`src/rtl/circ_ptr_ctrl.sv`:
```
// Write/read base pointers, lane enables and occupancy status
// for a SIZE-entry circular buffer fed in bursts of 1..4 entries.
module circ_ptr_ctrl #(
    parameter int SIZE = 16
) (
    input  logic                         clk,
    input  logic                         rst_n,
    input  logic                         wr_req,
    input  logic [2:0]                   wr_cnt,
    input  logic                         rd_req,
    input  logic [2:0]                   rd_cnt,
    output logic [$clog2(SIZE)-1:0]      wr_ptr,
    output logic [$clog2(SIZE)-1:0]      rd_ptr,
    output logic [3:0]                   wr_lane_en,
    output logic [3:0]                   rd_lane_en,
    output logic                         wr_ack,
    output logic                         rd_ack,
    output logic [$clog2(SIZE+1)-1:0]    count,
    output logic                         full,
    output logic                         empty,
    output logic                         ovf_err,
    output logic                         udf_err
);

    localparam int W  = $clog2(SIZE);
    localparam int CW = $clog2(SIZE+1);

    logic [CW-1:0] free;
    logic          wr_cnt_ok;
    logic          rd_cnt_ok;
    logic [W:0]    wr_sum;
    logic [W:0]    rd_sum;
    logic [W-1:0]  wr_ptr_next;
    logic [W-1:0]  rd_ptr_next;
    logic [CW-1:0] count_next;

    assign free      = CW'(SIZE) - count;
    assign wr_cnt_ok = (wr_cnt != 3'd0) && (wr_cnt <= 3'd4);
    assign rd_cnt_ok = (rd_cnt != 3'd0) && (rd_cnt <= 3'd4);

    // Both decisions use start-of-cycle count; reset masks the acks.
    assign wr_ack = rst_n && wr_req && wr_cnt_ok
                    && ((CW+1)'(wr_cnt) <= {1'b0, free});
    assign rd_ack = rst_n && rd_req && rd_cnt_ok
                    && ((CW+1)'(rd_cnt) <= {1'b0, count});

    always_comb begin
        wr_lane_en = 4'b0000;
        rd_lane_en = 4'b0000;
        for (int i = 0; i < 4; i++) begin
            wr_lane_en[i] = wr_ack && (3'(i) < wr_cnt);
            rd_lane_en[i] = rd_ack && (3'(i) < rd_cnt);
        end
    end

    // Sum kept one bit wider so the wrap compare sees the carry.
    assign wr_sum = {1'b0, wr_ptr} + (W+1)'(wr_cnt);
    assign rd_sum = {1'b0, rd_ptr} + (W+1)'(rd_cnt);

    always_comb begin
        wr_ptr_next = wr_sum[W-1:0];
        rd_ptr_next = rd_sum[W-1:0];
        if (wr_sum >= (W+1)'(SIZE)) begin
            wr_ptr_next = W'(wr_sum - (W+1)'(SIZE));
        end
        if (rd_sum >= (W+1)'(SIZE)) begin
            rd_ptr_next = W'(rd_sum - (W+1)'(SIZE));
        end
    end

    always_comb begin
        count_next = count;
        if (wr_ack) begin
            count_next = count_next + CW'(wr_cnt);
        end
        if (rd_ack) begin
            count_next = count_next - CW'(rd_cnt);
        end
    end

    always_ff @(posedge clk or negedge rst_n) begin
        if (!rst_n) begin
            wr_ptr  <= '0;
            rd_ptr  <= '0;
            count   <= '0;
            ovf_err <= 1'b0;
            udf_err <= 1'b0;
        end else begin
            if (wr_ack) begin
                wr_ptr <= wr_ptr_next;
            end
            if (rd_ack) begin
                rd_ptr <= rd_ptr_next;
            end
            count <= count_next;
            if (wr_req && !wr_ack) begin
                ovf_err <= 1'b1;
            end
            if (rd_req && !rd_ack) begin
                udf_err <= 1'b1;
            end
        end
    end

    assign full  = (count == CW'(SIZE));
    assign empty = (count == '0);

endmodule

```
`config.mk`:
```
export PLATFORM = sky130hd
export DESIGN_NAME = circ_ptr_ctrl
export DESIGN_NICKNAME = d
export VERILOG_FILES = /design/src/rtl/circ_ptr_ctrl.sv
export SDC_FILE = /design/constraint.sdc
export NUM_CORES = 1
export LEC_CHECK = 0
export CAP_MARGIN = 25
export CORE_MARGIN = 8
export CORE_UTILIZATION = 43
export CTS_CLUSTER_SIZE = 14
export DETAILED_ROUTE_END_ITERATION = 10
export PLACE_DENSITY = 0.71
export SKIP_LAST_GASP = 1
export SLEW_MARGIN = 40
export SYNTH_ARGS = -nofsm -noshare
export SYNTH_HDL_FRONTEND = slang
export SYNTH_SLANG_ARGS = --single-unit
```
`constraint.sdc`:
```
create_clock -name clk -period 5 [get_ports clk]
set_input_delay 1.25 -clock clk [delete_from_list [all_inputs] [get_ports clk]]
set_output_delay 1.25 -clock clk [all_outputs]
set_load 0.05 [all_outputs]
```
==> flow_summary.json, run 1 <==
{
  "overflow": 0,
  "synth_cell_type_count": 42,
  "ctsHtreeMaxLevel": 1,
  "clk_pin_slew_ns": 0.10,
  "final_area_sq_um": 2090,
  "p_comb_frac": 0.724,
  "synthFlopType": "dfrtp_1",
  "die_h_microns": 75.1,
  "regArea_sq_um": 375,
  "syn_nets": 198,
  "cts.sinks": 15,
  "period_needed_ns": 4.54,
  "p_switching_mw": 0.615,
  "clock_latency_ns": 0.30,
  "route.detailed.drc": 0,
  "cts_inserted_buffers": 3,
  "worst_pin_slew_ns": 0.688,
  "worstPathArrival_ns": 3.29,
  "antenna_found_initial": 0,
  "cts_resized": 0,
  "end_kind": "output port",
  "grtUsageTotal": 0.148,
  "post-route-util": 0.626,
  "placedCellCount": 250,
  "post-dp-hpwl_microns": 3250,
  "cts_tree": "yes",
  "multi_input_area_sq_um": 1030,
  "rsz0062_at_grt": "false",
  "ys_ff_latch": 15,
  "clock_path_buffers": 2,
  "vias_per_cell": 5.34,
  "dpl_cell_area_sq_um": 2060,
  "yosysWarnings": 0,
  "intPower_mw": 0.525,
  "outcome": "finished, final reports clean",
  "hp-class": "reg -> reg",
  "finalCritPeriodShare": 0.907,
  "rows": 21,
  "p_clk_frac": 0.067,
  "finClkSkew_ns": 0.00313,
  "crit_type": "in -> out",
  "finalHoldViolCount": 0,
  "io_buffers": 36,
  "whs_ns": 0.462,
  "peakVddDrop_uv": 318,
  "initial_core_util": 0.451,
  "ios": 37,
  "detail-route-antenna-nets": 0,
  "tns_ns": 0,
  "fp.dieArea_sq_um": 5650,
  "p_leak_nw": 0.957,
  "dr_total_vias": 1356,
  "totalWireLength_microns": 3900,
  "required_ns": 3.75,
  "timing.final.ws_setup_ns": 0.464,
  "layout-drive-gt1-share": 0.139,
  "netlist.area_leader.share": 0.250,
  "antenna_cells": 0,
  "grt_pass1_wl_microns": 6510,
  "grt_start_max_net_pins": 12,
  "cts_root_buf": "clkbuf_4",
  "synth.avg_cell_area_sq_um": 9.23,
  "seq_area_frac_synth": 0.250,
  "firstDrtPassIters": 4,
  "seq_power_share": 0.209,
  "synth-edff-count": 0,
  "layoutNonFillerInstCount": 254,
  "fmax_ghz": 0.220,
  "core-area_sq_um": 3340,
  "switching_share": 0.539,
  "post_cts_buffers": 0,
  "synth.largest_area_cell": "dfrtp_1",
  "area_growth_pct": 38.9,
  "slew_headroom": 0.535,
  "synth_area_sq_um": 1500,
  "drv_cap": 0,
  "grt_pass1_vias": 1382,
  "pre_cts_ws_ns": 0.369,
  "setup_viol_count_final": 0,
  "ys_top_cells_by_area": "dfrtp_1, ha_1, fa_1, inv_1, o21ai_0",
  "wire_per_inst_microns": 15.4,
  "crit_fanout": 9,
  "die_width_microns": 75.1,
  "nFillCells": 311,
  "syn-instance-count": 163,
  "p_per_area_nw_per_um2": 546,
  "ctsHoldBuffers": 0,
  "power_mw": 1.14,
  "drv_slew": 0,
  "async_flop_share": 1.00,
  "drtIter0Drc": 94,
  "critPathLaunchType": "input port",
  "fin_nets": 244,
  "place_congestion": 0.846
}
## layout by cell type, fill, tap and decap left out, types with 5 or more instances in the layout
cell	n
clkdlybuf4s50_1	26
a21o_1	5
a21oi_1	10
ha_1	21
o21ai_0	11
buf_4	7
xor2_1	5
nor2_1	8
dfrtp_1	15
nor2b_1	5
buf_12	10
inv_1	19
nand2_1	12
## flip-flops by register name, summed over array words and instances, names as in the netlist
register and count:
count 5, wr_ptr 4, udf_err 1, rd_ptr 4
ovf_err 1
## cells in the mapped netlist, types with 4 or more instances
master and count:
fa_1 4, dfrtp_1 15, ha_1 21, o21ai_0 11, xnor2_1 4, nand3_1 4
nor2b_1 5, a21oi_1 10, inv_1 19, nand2_1 12, nor2_1 8, a21o_1 5
xor2_1 5
## power by group through the flow
stage	Clock (mW)	Combinational [mW]	Sequential, mW
global placement	0	0.803	0.239
detailed placement	0	0.827	0.239
global route	0.0849	0.903	0.246
floorplan	0	0.397	0.405
CTS	0.0777	0.832	0.238
finish	0.0764	0.826	0.238
## critical path, stage by stage
cell             delay, ns
clkdlybuf4s50_1       0.42
ha_1                  0.32
nor2b_1               0.15
o311a_1               0.38
a21o_1                0.22
buf_4                 0.17
nor2_1                0.20
buf_12                0.17
## cells by family (layout without fill, tap and decap cells)
family,count (synthesis),count (layout),share of synthesized area
AOI/OAI and AO/OA,44,44,0.203
xor gates and xnor gates,9,9,0.0524
adders and majority gates,25,25,0.228
buffers and inverters,23,68,0.0641
DFF,15,15,0.250
muxes,5,5,0.0449
and+or+nand+nor,42,42,0.158
## area by class of cell
cell class | instances | area share
Timing Repair Buffer | 43 | 0.246
Inverter | 21 | 0.0389
Sequential cell | 15 | 0.180
Tap cell | 46 | 0.0275
Clock inverter | 1 | 0.00359
Clock buffer | 3 | 0.0108
Multi-Input combinational cell | 125 | 0.494
## per-layer routing
layer | GRT usage | wire length, microns | vias to the layer above
li1 | - | - | 675
met1 | 0.175 | 1700 | 641
met2 | 0.251 | 1870 | 35
met3 | 0.0360 | 278 | 5
met4 | 0.0512 | 51 | 0
met5 | 0 | 0 | -
## final timing paths
kind,slack [ns],endpoint,cells after the start,from
setup / recovery,0.46,wr_lane_en[2],8,wr_cnt[1]
hold / removal,0.46,udf_err$_DFFE_PN0P_,1,udf_err$_DFFE_PN0P_
setup reg to reg,1.10,count[4]$_DFF_PN0_,16,count[1]$_DFF_PN0_
hold reg to reg,0.46,udf_err$_DFFE_PN0P_,1,udf_err$_DFFE_PN0P_
max in group asynchronous,3.38,count[3]$_DFF_PN0_,2,rst_n
min in group asynchronous,1.44,rd_ptr[3]$_DFFE_PN0P_,2,rst_n
Note: power is estimated with default switching activity, not from simulation.
==> run 2, diff against run 1 <==
Settings changed: GPL_TIMING_DRIVEN set to 1, SLEW_MARGIN 40 to not set.
==> results of run 2 <==
No change in the layout: final DEF, timing and power equal those of run 1.
